**config.mk**
```make
export PLATFORM = sky130hd
export DESIGN_NAME = l1_l2_arbiter
export DESIGN_NICKNAME = d
export VERILOG_FILES = /design/src/rtl/l1_l2_arbiter.sv
export SDC_FILE = /design/constraint.sdc
export NUM_CORES = 1
export LEC_CHECK = 0
export ABC_AREA = 1
export CORE_AREA = 8 8 267 269
export DETAILED_ROUTE_END_ITERATION = 10
export DIE_AREA = 0 0 275 277
export PLACE_DENSITY = 0.43
export SLEW_MARGIN = 20
export SYNTH_ARGS = -nofsm -noshare
export SYNTH_HDL_FRONTEND = slang
export SYNTH_SLANG_ARGS = --single-unit
```
**constraint.sdc**
```tcl
create_clock -name clk -period 1.6 [get_ports clk]
set_input_delay 0.4 -clock clk [delete_from_list [all_inputs] [get_ports clk]]
set_output_delay 0.4 -clock clk [all_outputs]
set_load 0.03 [all_outputs]
```
**src/rtl/l1_l2_arbiter.sv**
```systemverilog
// l1_l2_arbiter: shares the single L2 port between the L1 I-cache and D-cache.
// Each grant latches the winner's address, write data and op, so the arb_*
// request stays stable for the whole L2 transaction. The L2 response is passed
// straight through to whichever client holds the grant.
// Optional feature: define ARB_ROUND_ROBIN_EN for round-robin arbitration on
// contention; by default the D-cache always wins contention.
module l1_l2_arbiter (
  input  logic         clk,
  input  logic         rst,
  input  logic         icache_read,
  input  logic [15:0]  icache_address,
  output logic         icache_resp,
  output logic [127:0] icache_rdata,
  input  logic         dcache_read,
  input  logic         dcache_write,
  input  logic [15:0]  dcache_address,
  input  logic [127:0] dcache_wdata,
  output logic         dcache_resp,
  output logic [127:0] dcache_rdata,
  output logic         arb_read,
  output logic         arb_write,
  output logic [15:0]  arb_address,
  output logic [127:0] arb_wdata,
  input  logic         L2_resp,
  input  logic [127:0] arb_rdata
);

  localparam int unsigned ADDR_W = 16;
  localparam int unsigned LINE_W = 128;

  typedef enum logic [1:0] {
    IDLE    = 2'd0,
    SERVE_I = 2'd1,
    SERVE_D = 2'd2
  } state_t;

  state_t              state_q;
  state_t              state_d;
  logic [ADDR_W-1:0]   req_addr;
  logic [LINE_W-1:0]   req_wdata;
  logic                req_read;
  logic                req_write;
  logic                i_pending;
  logic                d_pending;
  logic                pick_i;
  logic                grant_i;
  logic                grant_d;

  assign i_pending = icache_read;
  assign d_pending = dcache_read | dcache_write;

`ifdef ARB_ROUND_ROBIN_EN
  // 1 = the D-cache held the most recent grant; reset value favours I first
  logic last_grant_d;

  // Contention goes to the client that did not win last time
  assign pick_i = i_pending & (~d_pending | last_grant_d);

  // Record the winner of every grant
  always_ff @(posedge clk) begin
    if (rst) begin
      last_grant_d <= 1'b1;
    end else if (grant_i) begin
      last_grant_d <= 1'b0;
    end else if (grant_d) begin
      last_grant_d <= 1'b1;
    end
  end
`else
  // Fixed priority: the D-cache wins any contention
  assign pick_i = i_pending & ~d_pending;
`endif

  // State register
  always_ff @(posedge clk) begin
    if (rst) begin
      state_q <= IDLE;
    end else begin
      state_q <= state_d;
    end
  end

  // Next-state, grant and pass-through response strobes
  always_comb begin
    state_d     = state_q;
    grant_i     = 1'b0;
    grant_d     = 1'b0;
    icache_resp = 1'b0;
    dcache_resp = 1'b0;
    unique case (state_q)
      IDLE: begin
        if (pick_i) begin
          grant_i = 1'b1;
          state_d = SERVE_I;
        end else if (d_pending) begin
          grant_d = 1'b1;
          state_d = SERVE_D;
        end
      end
      SERVE_I: begin
        if (L2_resp) begin
          icache_resp = 1'b1;
          state_d     = IDLE;
        end
      end
      SERVE_D: begin
        if (L2_resp) begin
          dcache_resp = 1'b1;
          state_d     = IDLE;
        end
      end
      default: begin
        state_d = IDLE;
      end
    endcase
  end

  // Latch the granted request; strobes drop as the L2 transaction completes
  always_ff @(posedge clk) begin
    if (rst) begin
      req_addr  <= '0;
      req_wdata <= '0;
      req_read  <= 1'b0;
      req_write <= 1'b0;
    end else if (grant_i) begin
      req_addr  <= icache_address;
      req_wdata <= '0;
      req_read  <= 1'b1;
      req_write <= 1'b0;
    end else if (grant_d) begin
      // A simultaneous read and write is illegal; the write takes precedence
      req_addr  <= dcache_address;
      req_wdata <= dcache_wdata;
      req_read  <= ~dcache_write;
      req_write <= dcache_write;
    end else if (L2_resp && (state_q != IDLE)) begin
      req_read  <= 1'b0;
      req_write <= 1'b0;
    end
  end

  // Request side is driven directly from the latched registers
  assign arb_read    = req_read;
  assign arb_write   = req_write;
  assign arb_address = req_addr;
  assign arb_wdata   = req_wdata;

  // Read data fans out to both clients; only the resp strobe qualifies it
  assign icache_rdata = arb_rdata;
  assign dcache_rdata = arb_rdata;

endmodule

```
Word level (Yosys, flattened, before mapping)
Index checks and enable logic that the tools add are counted.

Latch bits: 0. Memory bits (writable): 0. Bits in read-only memories: 0. Output and inout bits: 404. Input port bits: 294. Flip-flop bits (word level): 148. Memories: 0.

Equal/unequal tests: 4. Divide/modulo/power cells: 0. Bitwise logic cells: 4. $lt $le $gt $ge: 0. Reduce and logical (&&, ||, !) cells: 9. Shift operators: 0. $mul: 0. Add/sub/neg operators: 0. Mux-type cells: 18.

Operators by type and width (number): $mux W16 (2); $mux W1 (12); $mux W2 (3); $reduce_bool A2 Y1 (3); $pmux W2 S2 (1); $reduce_or A2 Y1 (2); $ne A3 B3 Y1 const B (1); $reduce_bool A3 Y1 (1); $eq A2 B1 Y1 const B (1); $eq A2 B2 Y1 const B (1); $logic_not A2 Y1 (1); $ne A2 B1 Y1 const B (1); $not A1 Y1 (2); $reduce_and A2 Y1 (1); $and A1 B1 Y1 (1); $logic_and A1 B1 Y1 (1); $or A1 B1 Y1 (1).

Logic depth before layout (Yosys ltp)
Gate-level depths: netlist of the first run.

Depth in word-level cells: 7. Mapped depth: 9.

Least setup slack after synthesis of the first run
Ideal clock, no wire load.

Kind: register -> register. Start: register state_q[0]. End: register req_wdata[0] (netlist: arb_wdata[0]). Path buffers: 2. Data required time: 1484 ps. Arrival time: 1336 ps. Stages on the path, launching flop included: 10. Clock period less this slack: 1452 ps. Slack: 148 ps. Path through: dfxtp_1 > inv_1 > ha_1 > nand2_4 > inv_4 > nand2_4 > nand2_4 > buf_12 > buf_6 > a21oi_1.

Cells in the longest elaborated chain, start to end: 3. Elaborated cells between the ends (all ways): 4.

RTL lines: start, declared (line 37) `state_t state_q;`; start signal, assigned (line 79) `state_q <= state_d;`; $logic_not A2 Y1 (*) (line 90) `unique case (state_q)`; $mux W1 (line 90); $reduce_or A2 Y1 (no source line); end signal, assigned (line 133) `req_wdata <= dcache_wdata;`; end, declared (line 40) `logic [LINE_W-1:0] req_wdata;`.

Mark *: on every way between the ends. The rest lies on a longest branch, timed or not. A chain may end at the register's enable or synchronous reset.

Worst setup path after layout of the first run
Start: register state_q[1]. End: output port icache_resp.

Cells in the longest elaborated chain, start to end: 2.

RTL lines: $eq A2 B1 Y1 (line 90); $mux W1 (line 90); end, declared (line 12) `output logic icache_resp,`.

No other way between the ends.

==> results of run 1 <==
-- power by group through the flow --
stage | combinational (W) | sequential (W) | clock, W
final | 0.00383 | 0.00422 | 0.00457
after global routing | 0.00411 | 0.00426 | 0.00498
after CTS | 0.00348 | 0.00423 | 0.00485
after detailed placement | 0.00355 | 0.00430 | 0
after global placement | 0.00353 | 0.00430 | 0
after floorplan | 0.00232 | 0.00492 | 0
-- cells by family after synthesis --
group / share of synthesized area
AO/OA/AOI/OAI: 0.123
adder cells (fa/ha/maj): 0.00468
buffers and inverters: 0.307
flip-flops: 0.369
AND/OR/NAND/NOR: 0.197
-- how the worst max path moves through the flow --
| stage | from | to | slack (ns) |
|---|---|---|---|
| 2_1_floorplan | state_q[0] | arb_wdata[0] | 0.15 |
| 3_3_place_gp | dcache_write | arb_wdata[61] | -0.34 |
| 3_5_place_dp | dcache_write | arb_wdata[51] | -0.37 |
| 4_1_cts | state_q[1] | icache_resp | -0.23 |
| 5_1_grt | state_q[1] | icache_resp | -0.25 |
| 6_report | state_q[1] | icache_resp | -0.14 |
-- state kept, by name, summed over array words and instances (netlist names) --
register and flops:
arb_wdata 128, state_q 2, arb_write 1, arb_address 16, arb_read 1
-- repair_timing --
item / 4_1_cts / 5_1_grt
resized for setup: 438 / 127
endpoints found under the setup margin: 271 / 92
cloned: 0 / 13
pin swaps: 1 / 12
buffers inserted: 1 / 15
-- area by class of cell --
type | instances | area (um^2) | share of cell area
Clock buffer | 18 | 439 | 0.0364
Clock inverter | 13 | 205 | 0.0170
Inverter | 27 | 116 | 0.00964
Multi-Input combinational cell | 527 | 2780 | 0.231
Sequential cell | 148 | 2970 | 0.246
Tap cell | 873 | 1090 | 0.0905
Timing Repair Buffer | 407 | 4470 | 0.370
-- cells in the final DEF, fill, tap and decap left out, drive strengths merged --
master and instances:
a21boi 1, a21oi 131, buf 140, bufinv 5, clkbuf 31, clkdlybuf4s15 86, clkdlybuf4s18 3, clkdlybuf4s50 165
clkinv 6, clkinvlp 3, dfxtp 148, ha 3, inv 26, nand2 304, nand3 17, nand3b 16
nor2 52, o211ai 2, o21ai 1
-- cell usage after synthesis (3+ instances only) --
library cell  number
nand3_1           17
dfxtp_1          148
a21oi_1           51
ha_1               3
inv_1             23
nand3b_1          16
nand2_1          299
clkbuf_1           3
buf_6              4
buf_4            267
nand2_4            3
buf_2             22
buf_12             9
nor2_1            50
a21oi_2           80
-- worst max-delay path: cells and delay by family, from the launching register on --
family | cells | cell delay, ns
adders and majority gates | 1 | 0.14
DFF | 1 | 0.33
buffers and inverters | 4 | 0.33
and+or+nand+nor | 1 | 0.05
-- stage by stage --
step | util | worst slack (ns)
after floorplan | - | 0.148
after global placement | 0.161 | -0.342
after detailed placement | 0.161 | -0.373
after CTS | 0.173 | -0.227
after global routing | 0.181 | -0.249
final | 0.181 | -0.138
-- metal layers --
layer	vias up	routed length, um	GRT usage	share of wire
li1	3144	-	-	-
met1	2858	12700	0.0764	0.40
met2	394	14000	0.105	0.44
met5	-	36	0.00789	0.0011
met4	2	1130	0.0433	0.036
met3	79	3920	0.0466	0.12
==> metrics.txt, run 1 <==
Iteration-0 DRC Markers=287; ys async rst share=0; vias in the first global route=6560; crit path DAT=1.34 ns; ranking of synthesized cells by area=dfxtp_1 (37%), buf_4 (25%), nand2_1 (14%), a21oi_2 (8.7%), a21oi_1 (3.2%); Die Y-Extent=277 um; failing checks=setup timing; worst path cell trace=inv_2 > buf_6 > ha_4 > nand2_2 > inv_2 > buf_12; Max-Slew Margin vs Limit=0.842; status=complete, but fails checks; input/output buffers=313; H-Tree Level Count=4; final cell count without fillers=2013; clk_skew=0.0192 ns; # rows=95; top-area cell type share of the netlist area=0.369; Syn. warnings=0; area grow syn2layout=50.5%; initial core utilization=0.120; DRT Pass-1 Iters=4; buffer depth of the longest clock path=2; gp weighted congestion=0.756; Setup CP Type=reg -> out; fin worst setup slack=-0.138 ns; Vias=6477; grt total ovfl=0; Slew Limit Fails=0; largest area contributor in the netlist=dfxtp_1; final instance area=12100 um^2; final hold vios=0; sequential group share of total power=0.334; Hold-fix buffers, CTS=0; ANT nets after route=0; VDD IR max=0.000650 V; Pint=0.00857 W; Fillers=7445; Worst path max stage delay=0.33 ns; I/O pin count=698; Synth cell types=25; Crit. End Element=output port; # diodes=0; HPWL Detailed=21900 um; worst-case reg-to-reg path depth=10; hold slack final=0.460 ns; dpl cells=1954; Worst setup SP type=flip-flop; nets=1425; Worst Hold Endpoint=arb_wdata[101]; r2r endpoint=arb_wdata[8]; clock transition time at the flip-flop clock pins of the worst setup and hold paths=0.07 ns; Final period util=1.09; Residual DRC=0; CTS tree=yes; top_reg_cell synth=dfxtp_1; worst hold path class=reg -> reg; Post-Route WL=31800 um; Switching Power=0.00405 W; Hold Crit Start=arb_wdata[101]; Synth Net Count=1305; DR WL/cell=15.8 um; min cycle time layout=1.74 ns; RR Startpoint=state_q[1]; clk root buf=clkbuf_16; WHS Path Cells=2; setup violators final=2; Worst path slowest cell=dfxtp_2; gr usage total=0.0719; post-synthesis cell count=1008; Comb pwr share=0.303; pin count of the biggest net entering global routing=49; Die Width=275 um; crit path max fanout=2; clock power share=0.362; layout cell share with drive strength beyond 1=0.354; number of synthesized flops with an enable pin=0; first-pass GRT wire length=40900 um; Synth Register Bits=148; leakage=4.65 nW; setup TNS=-0.254 ns; Max-Cap Viols=0; Worst EP required=1.20 ns; Num Clock Sinks=148; Tot Pwr=0.0126 W; CORE AREA=66800 um^2; cell area after synthesis=8020 um^2; reg2reg setup slack=0.03 ns; cell mode on critical path=inv_2; placed instance area=10800 um^2; sw frac=0.321; RSZ-0062 raised after global routing=true; Avg Inst Size Synth=7.96 um^2; total CTS buffers=17; Seq/Total Area, Yosys=0.369; Least-Margin Pin Slew=0.236 ns; Pwr Density=1050 nW/um^2; Skew-Pair Late Insertion Delay=0.48 ns; initial antenna violation count=0; Vias/cell=3.22; fmax=575 MHz; Die ar.=76200 um^2
Note: power is estimated with default switching activity, not from simulation.
==> run 2: changes to the inputs <==
--- a/config.mk
+++ b/config.mk
@@ -10,6 +10,7 @@
 export DETAILED_ROUTE_END_ITERATION = 10
 export DIE_AREA = 0 0 275 277
 export PLACE_DENSITY = 0.43
+export SETUP_SLACK_MARGIN = 0.4
 export SLEW_MARGIN = 20
 export SYNTH_ARGS = -nofsm -noshare
 export SYNTH_HDL_FRONTEND = slang
==> run 2 against run 1 <==
Against the previous run:
- the flow still finishes with violations (setup timing)
- combinational power up 11%
- clock-buffer cell count up 5
- die area unchanged
- via count up 5.2%
- sequential power up 3%
- global-route usage up 0.23 points
- core utilization up 0.90 points
- worst setup slack better by 0.030 ns
- largest cell class unchanged
- largest power group is now registers
==> metrics.txt, run 2 (synthesis gave the netlist of run 1 again) <==
status=complete, but fails checks; failing checks=setup timing; Max-Slew Margin vs Limit=0.847; worst path cell trace=inv_2 > buf_4 > buf_6 > ha_4 > nand2_8 > inv_8 > nand2_8 > nand2_8 > buf_12 > clkbuf_16 > a21oi_2; Die Y-Extent=277 um; grt total ovfl=0; RSZ-0062 raised after global routing=true; CTS tree=yes; clock transition time at the flip-flop clock pins of the worst setup and hold paths=0.07 ns; Pwr Density=992 nW/um^2; Vias=6812; crit path DAT=2.07 ns; setup TNS=-7.77 ns; initial core utilization=0.120; dpl cells=1945; Hold-fix buffers, CTS=0; clk_skew=0.0276 ns; final cell count without fillers=2038; Util after Layout=0.190; critical path buffer and inverter count=6; Setup CP Type=reg -> reg; VDD IR max=0.000650 V; fmax=586 MHz; # rows=95; total CTS buffers=17; DRT Pass-1 Iters=4; input/output buffers=313; Skew-Pair Late Insertion Delay=0.48 ns; Worst EP required=1.96 ns; gr usage total=0.0742; Fillers=7376; Final period util=1.07; Post-Route WL=33800 um; setup violators final=146; final hold vios=0; hold slack final=0.460 ns; vias in the first global route=6822; most frequent cells in the layout=nand2_1 (286), clkdlybuf4s50_1 (165), buf_6 (147); min cycle time layout=1.71 ns; Crit. End Element=flip-flop; leakage=5.02 nW; Die ar.=76200 um^2; reg2reg setup slack=-0.11 ns; Worst setup SP type=flip-flop; ANT nets after route=0; area grow syn2layout=57.9%; nets=1449; CORE AREA=66800 um^2; most common cell after layout, fill and taps aside=nand2_1; worst hold path class=in -> reg; gp weighted congestion=0.753; H-Tree Level Count=4; I/O pin count=698; first-pass GRT wire length=42500 um; HPWL Detailed=21900 um; initial antenna violation count=4; Worst path max stage delay=0.34 ns; Residual DRC=0; layout cell share with drive strength beyond 1=0.494; fin worst setup slack=-0.108 ns; buffer depth of the longest clock path=2; Die Width=275 um; pin count of the biggest net entering global routing=67; Worst path top cell family by delay=buffers and inverters; clk root buf=clkbuf_16; cell mode on critical path=nand2_8; Num Clock Sinks=148; Least-Margin Pin Slew=0.228 ns; Iteration-0 DRC Markers=287; Max-Cap Viols=0; Largest register FFs=128; Vias/cell=3.34; DR WL/cell=16.6 um; Slew Limit Fails=0; crit path max fanout=17; Worst path slowest cell=dfxtp_2
run 2: cell types whose count changed in the layout (fill, tap and decap cells not counted), moves of 8 or more:
cell / delta
nand2_2: +8
dfxtp_2: +137
dfxtp_4: +9
dfxtp_1: -146
nand2_1: -10
buf_4: +24
buf_2: -44
clkdlybuf4s15_2: -86
a21oi_1: +13
a21oi_2: -12
buf_6: +136
run 2: layout make-up:
class                      instances  area [um^2]  area share
timing repair buffer             431         4940       0.390
clock buffer                      23          498      0.0393
antenna                            2         5.00    0.000395
inverter                          27          125     0.00988
clock inverter                     7         48.8     0.00385
sequential                       148         3170       0.250
tap                              873         1090      0.0862
multi-input combinational        527         2790       0.220
run 2: tightest hold or removal path, cell delays in order:
cell,delay [ns]
clkdlybuf4s50_1,0.39
nand2_1,0.06
a21oi_1,0.05
run 2: metal layers:
metal	wire, um	GRT usage
met1	13900	0.0757
met2	14500	0.110
met4	1320	0.0459
met5	57	0.00789
met3	4040	0.0502
run 2: timing repair:
item                                    in CTS  in global routing
pin swaps                                   10                 11
resized for setup                         1056                 78
hold endpoints to repair                     0                  0
gates cloned                                 0                 19
setup buffers                               23                 19
endpoints found under the setup margin     296                296
run 2: power breakdown:
part           total [W]  internal [W]  switching [W]
combinational    0.00425       0.00206        0.00219
clock            0.00395       0.00217        0.00178
sequential       0.00436       0.00410       0.000266
total             0.0126       0.00833        0.00424
run 2: stage by stage:
stage / setup WS, ns / cell area [um^2] / total power (W)
5_1_grt: -0.189 / 12700 / 0.0133
3_3_place_gp: -0.319 / 10700 / 0.00777
6_report: -0.108 / 12700 / 0.0126
3_5_place_dp: -0.365 / 10700 / 0.00779
4_1_cts: -0.142 / 11900 / 0.0122
2_1_floorplan: 0.300 / 8120 / 0.00730
run 2: worst paths after layout:
kind,start,to,cells past startpoint
max,state_q[0],arb_wdata[8],11
min,dcache_wdata[97],arb_wdata[97],3
max reg2reg,state_q[0],arb_wdata[8],11
min reg2reg,arb_wdata[126],arb_wdata[126],2
==> run 3: changes to the inputs <==
--- a/config.mk
+++ b/config.mk
@@ -6,9 +6,10 @@
 export NUM_CORES = 1
 export LEC_CHECK = 0
 export ABC_AREA = 1
-export CORE_AREA = 8 8 267 269
+export CAP_MARGIN = 20
+export CORE_AREA = 8 8 264 266
 export DETAILED_ROUTE_END_ITERATION = 10
-export DIE_AREA = 0 0 275 277
+export DIE_AREA = 0 0 272 274
 export PLACE_DENSITY = 0.43
 export SETUP_SLACK_MARGIN = 0.4
 export SLEW_MARGIN = 20
==> run 3 against run 2 <==
Against the previous run:
- core utilization rose by 1.9 points
- combinational power is 15% higher
- register-to-register slack improved by 0.06 ns
- the run still ends with setup timing left
- critical path depth decreased by 6
- highest routed layer unchanged
- sequential power hardly changed
==> metrics.txt, run 3 (synthesis gave the netlist of run 1 again) <==
Num Clock Sinks=148; ANT nets after route=0; buffer depth of the longest clock path=2; total CTS buffers=17; RSZ-0062 raised after global routing=true; Max-Slew Margin vs Limit=0.715; fin worst setup slack=-0.0741 ns; grt total ovfl=0; clk root buf=clkbuf_16; min cycle time layout=1.67 ns; most frequent cells in the layout=nand2_1 (247), clkdlybuf4s50_1 (165), buf_6 (143); Hold-fix buffers, CTS=0; crit path max fanout=3; DR WL/cell=18.1 um; Vias/cell=3.40; Final period util=1.05; failing checks=setup timing; gr usage total=0.0840; Crit. End Element=output port; # diodes=0; VDD IR max=0.000743 V; clock transition time at the flip-flop clock pins of the worst setup and hold paths=0.07 ns; pin count of the biggest net entering global routing=31; crit path DAT=1.27 ns; initial core utilization=0.123; CORE AREA=65300 um^2; # rows=94; final instance area=13600 um^2; Residual DRC=0; Max-Cap Viols=0; layout cell share with drive strength beyond 1=0.561; CTS tree=yes; H-Tree Level Count=4; fmax=597 MHz; worst hold path class=reg -> reg; I/O pin count=698; Post-Route WL=37200 um; gp weighted congestion=0.739; Die Width=272 um; Setup CP Type=reg -> out; Largest register FFs=128; initial antenna violation count=4; nets=1472; vias in the first global route=7067; Slew Limit Fails=0; Skew-Pair Late Insertion Delay=0.47 ns; Pwr Density=975 nW/um^2; leakage=5.43 nW; most common cell after layout, fill and taps aside=nand2_1; clk_skew=0.00984 ns; Worst setup SP type=flip-flop; Least-Margin Pin Slew=0.425 ns; Iteration-0 DRC Markers=252; dpl cells=1928; Vias=6975; status=complete, but fails checks; Util after Layout=0.209; Die ar.=74500 um^2; Worst EP required=1.20 ns; input/output buffers=313; Die Y-Extent=274 um; final hold vios=0; placed instance area=10700 um^2; first-pass GRT wire length=46200 um; DRT Pass-1 Iters=6; setup violators final=109; area grow syn2layout=70.1%; final cell count without fillers=2052; HPWL Detailed=23000 um
==> run 3: cell types whose count changed in the layout (fill, tap and decap cells not counted), sizes merged <==
cell	previous run	this run
clkinv	3	8
buf	252	267
nand2	304	305
diode	2	0
bufinv	0	1
clkinvlp	4	3
clkbuf	37	41
==> run 3: per-stage QoR <==
stage	TNS (ns)	total power, W	hold WS [ns]	setup WS (ns)
2_1_floorplan	0	0.00730	0.449	0.300
3_3_place_gp	-51.57	0.00785	0.451	-0.392
3_5_place_dp	-50.05	0.00787	0.455	-0.386
4_1_cts	-4.88	0.0127	0.405	-0.151
5_1_grt	-11.69	0.0140	0.432	-0.157
6_report	-2.14	0.0133	0.464	-0.0741
==> run 3: final cells by class <==
cell class / count / area [um^2]
fill: 7172 / 51600
clock buffer: 20 / 457
multi-input combinational: 528 / 3090
clock inverter: 12 / 104
inverter: 27 / 140
timing repair buffer: 453 / 5600
sequential: 148 / 3170
tap: 864 / 1080
==> run 3: routing by layer <==
| layer | global-route usage | wire length (um) |
|---|---|---|
| met5 | 0.00855 | 124 |
| met4 | 0.0427 | 1270 |
| met3 | 0.0572 | 4270 |
| met2 | 0.127 | 17200 |
| met1 | 0.0876 | 14300 |
==> run 3: timing repair <==
item,in CTS,in global routing
gates resized for setup,1114,143
endpoints found under the setup margin,296,296
pin swaps,19,35
buffers inserted,10,47
cloned,9,26
==> run 3: path summary, 6_finish.rpt <==
path                start              to  slack (ns)  cells after the start
min reg2reg  arb_wdata[1]    arb_wdata[1]        0.46                      2
max            state_q[0]     dcache_resp       -0.07                      5
max reg2reg    state_q[1]  arb_wdata[109]       -0.05                     10
min          arb_wdata[1]    arb_wdata[1]        0.46                      2
==> run 3: power breakdown <==
group,switching [W],internal [W],leakage (nW)
sequential,0.000271,0.00410,1.28
clock,0.00185,0.00221,0.272
combinational,0.00240,0.00248,3.88
total,0.00452,0.00879,5.43
==> run 3: critical path: stages (launching register included) <==
cell and delay (ns):
dfxtp_4 0.38, inv_4 0.04, ha_4 0.14, nand2_2 0.05, inv_2 0.05, buf_12 0.13
